--- config.mk ---
export PLATFORM = sky130hd
export DESIGN_NAME = read_port_burst
export DESIGN_NICKNAME = d
export VERILOG_FILES = /design/src/rtl/read_port_burst.sv
export SDC_FILE = /design/constraint.sdc
export NUM_CORES = 1
export LEC_CHECK = 0
export BUFFER_PORTS_ARGS = -buffer_cell sky130_fd_sc_hd__buf_2
export CORE_AREA = 4 4 202 204
export DETAILED_ROUTE_END_ITERATION = 10
export DIE_AREA = 0 0 206 208
export SETUP_SLACK_MARGIN = 0.4
export SLEW_MARGIN = 10
export SYNTH_ARGS = -nofsm -noshare
export SYNTH_HDL_FRONTEND = slang
export SYNTH_SLANG_ARGS = --single-unit
--- constraint.sdc ---
create_clock -name clk_i -period 3.3 [get_ports clk_i]
set_input_delay 0.33 -clock clk_i [delete_from_list [all_inputs] [get_ports clk_i]]
set_output_delay 0.33 -clock clk_i [all_outputs]
set_load 0.05 [all_outputs]
--- src/rtl/read_port_burst.sv ---
// rtl/read_port_burst.sv - register-file read port with single and auto-incrementing burst reads
// One beat per cycle from the accept edge on; out-of-range beats return zero with rd_err_o.
module read_port_burst #(
  parameter int unsigned       DATA_W    = 64,
  parameter int unsigned       N_REG     = 7,
  parameter int unsigned       ADDR_W    = 8,
  parameter logic [ADDR_W-1:0] BASE_ADDR = '0,
  parameter int unsigned       LEN_W     = 3
) (
  input  logic                      clk_i,
  input  logic                      reset_i,
  input  logic                      rd_req_i,
  input  logic [ADDR_W-1:0]         rd_addr_i,
  input  logic [LEN_W-1:0]          rd_len_i,
  input  logic [N_REG*DATA_W-1:0]   reg_in_i,
  output logic [DATA_W-1:0]         rd_data_o,
  output logic                      rd_valid_o,
  output logic                      rd_last_o,
  output logic                      rd_err_o,
  output logic                      rd_busy_o
);

  typedef enum logic {IDLE, BURST} state_e;

  state_e            state_q;
  logic [ADDR_W-1:0] cur_addr_q;
  logic [LEN_W-1:0]  rem_q;
  logic [DATA_W-1:0] rd_data_q;
  logic              rd_valid_q;
  logic              rd_last_q;
  logic              rd_err_q;

  logic              accept_d;
  logic              beat_load_d;
  logic [ADDR_W-1:0] beat_addr_d;
  logic [ADDR_W-1:0] beat_idx_d;
  logic              in_range_d;
  logic [LEN_W-1:0]  accept_rem_d;
  logic [DATA_W-1:0] beat_data_d;

  always_comb begin
    accept_d     = (state_q == IDLE) && rd_req_i;
    beat_load_d  = accept_d || (state_q == BURST);
    beat_addr_d  = (state_q == BURST) ? cur_addr_q : rd_addr_i;
    // Subtraction wraps modulo 2**ADDR_W, so addresses below BASE_ADDR land far out of range.
    beat_idx_d   = beat_addr_d - BASE_ADDR;
    in_range_d   = {1'b0, beat_idx_d} < (ADDR_W+1)'(N_REG);
    accept_rem_d = (rd_len_i == '0) ? '0 : rd_len_i - LEN_W'(1);
    beat_data_d  = '0;
    for (int unsigned k = 0; k < N_REG; k++) begin
      if (beat_idx_d == ADDR_W'(k)) begin
        beat_data_d = reg_in_i[k*DATA_W +: DATA_W];
      end
    end
  end

  always_ff @(posedge clk_i or posedge reset_i) begin
    if (reset_i) begin
      state_q    <= IDLE;
      cur_addr_q <= '0;
      rem_q      <= '0;
      rd_data_q  <= '0;
      rd_valid_q <= 1'b0;
      rd_last_q  <= 1'b0;
      rd_err_q   <= 1'b0;
    end else begin
      rd_valid_q <= beat_load_d;
      if (beat_load_d) begin
        rd_data_q <= in_range_d ? beat_data_d : '0;
        rd_err_q  <= !in_range_d;
      end else begin
        rd_err_q  <= 1'b0;
      end

      case (state_q)
        IDLE: begin
          if (rd_req_i) begin
            cur_addr_q <= rd_addr_i + ADDR_W'(1);
            rem_q      <= accept_rem_d;
            rd_last_q  <= (accept_rem_d == '0);
            state_q    <= (accept_rem_d == '0) ? IDLE : BURST;
          end else begin
            rd_last_q  <= 1'b0;
          end
        end
        BURST: begin
          cur_addr_q <= cur_addr_q + ADDR_W'(1);
          rem_q      <= rem_q - LEN_W'(1);
          rd_last_q  <= (rem_q == LEN_W'(1));
          if (rem_q == LEN_W'(1)) begin
            state_q <= IDLE;
          end
        end
        default: state_q <= IDLE;
      endcase
    end
  end

  assign rd_data_o  = rd_data_q;
  assign rd_valid_o = rd_valid_q;
  assign rd_last_o  = rd_last_q;
  assign rd_err_o   = rd_err_q;
  assign rd_busy_o  = (state_q == BURST);

endmodule

==> results of run 1 <==
## worst reg2reg max path, stage by stage (launching register included)
cell       delay, ns
dfrtp_2         0.38
buf_4           0.31
or4b_1          0.56
o22ai_4         0.23
buf_4           0.46
o2111ai_1       0.35
and3_1          0.25
o221ai_2        0.14
## report_power, final
part           leakage, nW  total (mW)  switching [mW]  internal (mW)
clock network        0.149        1.09           0.484          0.609
logic                 4.11        5.54            3.79           1.75
registers             1.06        1.19           0.107           1.08
## per-stage QoR
step | cell area, um^2 | cells | hold WS [ns]
2_1_floorplan | 8640 | 1156 | 0.444
3_3_place_gp | 11800 | 2117 | 0.470
3_5_place_dp | 11800 | 2117 | 0.466
4_1_cts | 12100 | 2133 | 0.140
5_1_grt | 12100 | 2135 | 0.161
6_report | 12100 | 2135 | 0.126
## kinds of logic (layout without fill, tap and decap cells)
family,after synthesis,after routing
AOI/OAI and AO/OA,421,421
xor gates and xnor gates,2,2
adders and majority gates,8,8
buffers and inverters,202,654
DFF,79,79
muxes,10,10
other,0,2
and+or+nand+nor,434,434
## cell usage in the layout (no fill, tap or decap), drive strengths merged, types with 3 or more instances in the layout
cell type / synthesis / routed
buf: 46 / 565
inv: 73 / 73
nor3: 4 / 4
nand2b: 64 / 64
mux2i: 6 / 6
clkinv: 0 / 4
o2111ai: 63 / 63
dfrtp: 79 / 79
o21ai: 75 / 75
a211oi: 3 / 3
mux2: 4 / 4
nand3: 6 / 6
o221ai: 126 / 126
and3: 65 / 65
ha: 8 / 8
o22ai: 67 / 67
nor2b: 4 / 4
clkbuf: 83 / 11
a21oi: 74 / 74
nor2: 12 / 12
a22oi: 3 / 3
nand2: 265 / 265
## metal layers
metal  part of all wire  vias to the layer above  wire length, um  global-route usage
li1                   -                     5195                -                   -
met1               0.40                     5399            17600               0.243
met2               0.47                      654            20200               0.304
met3              0.092                      102             4000              0.0444
met4              0.039                        0             1700              0.0840
met5                  0                        -                0                   0
## path summary, 6_finish.rpt
kind | start | slack, ns | end | cells past startpoint
max in group asynchronous | reset_i | 2.43 | rd_data_o[53]$_DFFE_PP0P_ | 3
min in group clk_i | reg_in_i[431] | 0.29 | rd_data_o[47]$_DFFE_PP0P_ | 3
min | reset_i | 0.13 | rd_data_o[28]$_DFFE_PP0P_ | 2
max reg2reg | rd_busy_o$_DFF_PP0_ | 0.55 | rd_data_o[18]$_DFFE_PP0P_ | 7
min reg2reg | rd_data_o[59]$_DFFE_PP0P_ | 0.48 | rd_data_o[59]$_DFFE_PP0P_ | 2
max | rd_busy_o$_DFF_PP0_ | 0.55 | rd_data_o[18]$_DFFE_PP0P_ | 7
## registers in the layout (all words and copies together), names as in the netlist
register    count
rd_data_o      64
rd_valid_o      1
rem_q           3
cur_addr_q      8
rd_busy_o       1
rd_err_o        1
rd_last_o       1
## final cells by class
class / instances / share of cell area
Inverter: 73 / 0.0229
Antenna cell: 2 / 0.000415
Tap cell: 525 / 0.0544
Clock inverter: 5 / 0.00477
Multi-Input combinational cell: 875 / 0.482
Sequential cell: 79 / 0.164
Timing Repair Buffer: 565 / 0.251
Clock buffer: 11 / 0.0201
==> summary.txt, run 1 <==
Outcome
  • Outcome: finished clean

Power
  • PwrDens: 648 nW/um^2
  • LEAKAGE: approximately 5.3 nW
  • Max VDD drop: roughly 0.00054 V
  • Final Total Pwr: around 7.8 mW

Cells and area
  • Area of the multi-input gates: between 5000 and 6000 um^2
  • Fraction of layout cells with a size suffix above 1: 0.422
  • Synthesis-to-finish area growth: 39.8%
  • Final Util: 0.307
  • NumNets Final: roughly 2100
  • FILL cells: ~4300
  • Reg area: slightly below 2000 um^2

Synthesis
  • Area contributors post-synth: dfrtp_1, o221ai_2, nand2_1, o2111ai_1, o22ai_1
  • Syn Area/Cell: 7.47 um^2
  • Fraction of the mapped netlist area in adder cells: 0.0116
  • Synth cell count leaders: nand2_1, clkbuf_1, dfrtp_1, o221ai_2, o21ai_0
  • Yosys top cell area share: 0.229
  • Synth Instances: 1156
  • Compound-cell area share of the yosys netlist: 0.403
  • Synth Cell Area: roughly 8600 um^2
  • XOR/XNOR Fraction of Synth Area: 0.00203
  • Mux cell area share after synthesis: 0.0122
  • Fraction of the mapped netlist area in simple logic gates: 0.236
  • Register area share after synthesis: 0.229
  • Post-Syn Nets: between 1500 and 2000
  • Top FF cell, synth: dfrtp_1
  • Largest family of logic cells by synthesized area: compound AO/OA/AOI/OAI gates
  • Most numerous cell in the Yosys netlist: nand2_1
  • Yosys cell types: 53
  • Post-synth EDFFs: 0
  • Synth Warn #: 0
  • Async set-reset flop share out of synthesis: 1.00
  • Register bit total from synthesis: 79
  • Synth area leader: dfrtp_1

Clock tree
  • Clk sink count: slightly below 80
  • H-tree depth: 3
  • Clock Tree Buf Depth: 2
  • TritonCTS clock tree: built
  • Clock-pin slew on the worst setup and hold paths: 0.07 ns
  • Clk root buf: clkbuf_16
  • Total CTS buffers: 9
  • CTS resizes: 0
  • Postcts setup bufs: 0
  • Cts hold-fix bufs: 0
  • Clock Latency Late Sink: 0.37 ns

Floorplanning
  • Num rows: 73
  • Initial Utilization: 0.220
  • Core Area: approximately 40000 um^2
  • IO Pins: 530
  • Die footprint: around 43000 um^2
  • Die outline height: 208 um
  • Die Wd: 206 um

Setup path
  • CP max stage cell: or4b_1
  • Crit path max-delay family: simple AND/OR/NAND/NOR gates
  • WP data arrival: ~3.0 ns
  • Crit Path Max Fanout: 34
  • WP data required: about 3.6 ns
  • CP Capture Type: flop
  • Critical Path, Cell by Cell: buf_4 > or4b_1 > o22ai_4 > buf_4 > o2111ai_1 > and3_1 > o221ai_2
  • Crit path buf inv count: 2
  • Cell mode on critical path: buf_4
  • Crit Path Class: reg -> reg
  • Startpoint Class: flop
  • Biggest cell delay along the critical path: ~0.56 ns

Routing
  • DR DRC count: 0
  • TritonRoute pass-1 iters: 5
  • Vias post-DR: between 10000 and 15000
  • ANT nets after route: 0
  • Vias/cell: around 5.3
  • Per-cell routed wire length: roughly 20 um
  • Initial detailed-routing violation count: approximately 890
  • Final WL: 43500 um

Job
  • Max-cap violations: 0

GRT
  • First-pass GRT wire length: 64500 um
  • Total track usage: 0.190
  • Total gr overflow: 0
  • Vias in the first global route: 11288
  • Pin count of the biggest net entering global routing: around 130
  • Initial antenna violation count: 3

STA
  • Period minus WS final: 2.75 ns
  • Final Skew: around 0.013 ns
  • Final hold viol count: 0
  • Unrepaired setup endpoints after global routing: false
  • Actual slew at the worst max-slew pin: between 1 and 1.5 ns
  • Part of the cycle the worst path needs: 0.834
  • Setup_tns: 0 ns
  • Setup ws final: about 0.55 ns
  • Final setup vio count: 0
  • Fin. max-slew vios: 0
  • Peak Freq: between 0.3 and 0.4 GHz
  • Slew HR: 0.329

Worst hold path
  • Min-Delay Path Class: in -> async

Placement
  • Dpl hpwl: ~32000 um
  • Dpl ws: 0.657 ns
  • Placer Congestion: between 0.9 and 1
  • I/O Buffers: between 500 and 600
Note: power is estimated with default switching activity, not from simulation.
==> run 2: changes to the inputs <==
==> constraint.sdc (replaced) <==
create_clock -name clk_i -period 2.32 [get_ports clk_i]
set_input_delay 0.232 -clock clk_i [delete_from_list [all_inputs] [get_ports clk_i]]
set_output_delay 0.232 -clock clk_i [all_outputs]
set_load 0.05 [all_outputs]
==> run 2 against run 1 <==
  * Wire length grew 9.7%
  * Fmax grew 22%
  * Worst setup slack lost 0.48 ns
  * Global-route usage grew 1.6 points
  * Largest power group unchanged
  * Via count grew 4.6%
  * Highest routed layer is now met5
  * Die area is the same
  * Critical path type unchanged
  * Cell count grew 5.1%
  * Hold slack gained 0.067 ns
  * Sequential share of layout area shrank 1.8 points
  * Clock power grew 49%
==> summary.txt, run 2 (synthesis results as in run 1) <==
Outcome
  • Outcome: finished clean

STA
  • Part of the cycle the worst path needs: 0.970
  • Period minus WS final: 2.25 ns
  • Peak Freq: 0.445 GHz
  • Final hold viol count: 0
  • Setup ws final: 0.0707 ns
  • Slew HR: 0.657
  • Unrepaired setup endpoints after global routing: true
  • Final setup vio count: 0
  • Final Skew: ~0.015 ns
  • Actual slew at the worst max-slew pin: roughly 0.5 ns
  • Setup_tns: 0 ns
  • Fin. max-slew vios: 0

Placement
  • Dpl ws: -0.106 ns
  • DP Cell Count: 2206
  • Placer Congestion: between 0.9 and 1
  • Dpl hpwl: approximately 35000 um
  • Post-placement cell area: between 10000 and 15000 um^2
  • I/O Buffers: 529

Cells and area
  • Cell Count, Final, Fillers Out: 2243
  • Synthesis-to-finish area growth: 57.5%
  • Area of the multi-input gates: approximately 6000 um^2
  • Reg area: roughly 2000 um^2
  • Most frequent cells in the layout: buf_2, nand2_1, buf_4, o221ai_2, dfrtp_1
  • Final instance area: 13600 um^2
  • FILL cells: between 4000 and 5000
  • NumNets Final: 2181
  • Fraction of layout cells with a size suffix above 1: 0.470
  • Commonest non-fill, non-tap cell in the layout: buf_2
  • Largest register FFs: 64

Setup path
  • Worst reg2reg setup slack: roughly 0.071 ns
  • Crit path max-delay family: simple AND/OR/NAND/NOR gates
  • Crit path buf inv count: 2
  • Critical Path, Cell by Cell: or4b_4 > o22ai_4 > buf_4 > buf_12 > o2111ai_1 > and3_1 > o221ai_2
  • Biggest cell delay along the critical path: about 0.56 ns
  • CP max stage cell: or4b_4
  • WP data required: between 2 and 3 ns
  • Startpoint Class: flop
  • CP Capture Type: flop
  • WP data arrival: 2.52 ns
  • Crit Path Class: reg -> reg
  • Crit Path Max Fanout: 32

GRT
  • Vias in the first global route: 12101
  • Total track usage: 0.206
  • Total gr overflow: 0
  • Initial antenna violation count: 4
  • Pin count of the biggest net entering global routing: 80
  • First-pass GRT wire length: ~69000 um

Power
  • Switching Share: 0.501
  • Int Power: between 6 and 7 mW
  • Switch Pwr: a little under 7 mW
  • Final Total Pwr: 13.6 mW
  • PwrDens: roughly 1000 nW/um^2
  • Clock power frac: 0.120
  • Sequential power share: 0.123
  • Max VDD drop: a little under 0.0006 V
  • Comb power frac: 0.757
  • LEAKAGE: roughly 6.1 nW

Clock tree
  • H-tree depth: 3
  • TritonCTS clock tree: built
  • Clock Tree Buf Depth: 2
  • Clock Latency Late Sink: 0.37 ns
  • Total CTS buffers: 9
  • Clk root buf: clkbuf_16
  • Clk sink count: between 70 and 80
  • Clock-pin slew on the worst setup and hold paths: 0.08 ns

Floorplanning
  • Die outline height: 208 um
  • IO Pins: between 500 and 600
  • Core Area: a little under 40000 um^2
  • Die Wd: 206 um
  • Die footprint: ~43000 um^2
  • Num rows: 73
  • Initial Utilization: 0.220

Job
  • Max-cap violations: 0

Routing
  • Per-cell routed wire length: 21.3 um
  • ANT nets after route: 0
  • Vias/cell: between 5 and 6
  • Vias post-DR: 11869
  • TritonRoute pass-1 iters: 6
  • DR DRC count: 0
  • Initial detailed-routing violation count: just over 900
  • Final WL: 47700 um

Worst hold path
  • Min-Delay Path Class: in -> reg
-- run 2: timing repair --
| item | 4_1_cts | 5_1_grt |
|---|---|---|
| endpoints found under the hold margin | 5 | 0 |
| hold buffers | 1 | 0 |
| resized for setup | 13 | 48 |
| endpoints found under the setup margin | 68 | 69 |
| pin swaps | 5 | 8 |
| setup buffers | 4 | 7 |
| gates cloned | 4 | 3 |
-- run 2: final cells by class --
class,count,area share
multi-input cells,875,0.440
inverters,73,0.0206
repair buffers,673,0.322
diodes,3,0.000552
well taps,525,0.0483
clock inverters,4,0.00515
flip-flops and latches,79,0.145
clock buffers,11,0.0178
-- run 2: worst min-delay path, delay by kind of cell --
kind	cells	cell delay [ns]
buf+inv	1	0.07
compound gates	2	0.22
-- run 2: power groups by stage --
stage	combinational (mW)	sequential (mW)	clock, mW
floorplan	5.27	1.90	0
global placement	9.10	1.69	0
detailed placement	9.20	1.69	0
CTS	9.73	1.67	1.69
global route	11.1	1.68	1.73
finish	10.3	1.67	1.62
-- run 2: worst paths after layout --
check                                                from  cells after the start                         to
worst max-delay path            cur_addr_q[6]$_DFFE_PP0P_                      7  rd_data_o[16]$_DFFE_PP0P_
worst min-delay path                        reg_in_i[381]                      3  rd_data_o[61]$_DFFE_PP0P_
worst max register to register  cur_addr_q[6]$_DFFE_PP0P_                      7  rd_data_o[16]$_DFFE_PP0P_
worst min register to register  rd_data_o[32]$_DFFE_PP0P_                      2  rd_data_o[32]$_DFFE_PP0P_
max in group asynchronous                         reset_i                      4        rd_busy_o$_DFF_PP0_
min in group asynchronous                         reset_i                      4  rd_data_o[31]$_DFFE_PP0P_
-- run 2: metal layers --
layer  global-route usage  share of wire  vias up
li1                     -              -     5414
met1                0.263           0.40     5543
met2                0.330           0.46      769
met3               0.0458          0.094      137
met4               0.0922          0.041        6
met5                    0        0.00078        -
-- run 2: through the flow --
stage          utilization  hold slack [ns]
2_1_floorplan            -            0.394
3_3_place_gp         0.325            0.407
3_5_place_dp         0.325            0.410
4_1_cts              0.338            0.166
5_1_grt              0.346            0.182
6_report             0.346            0.193
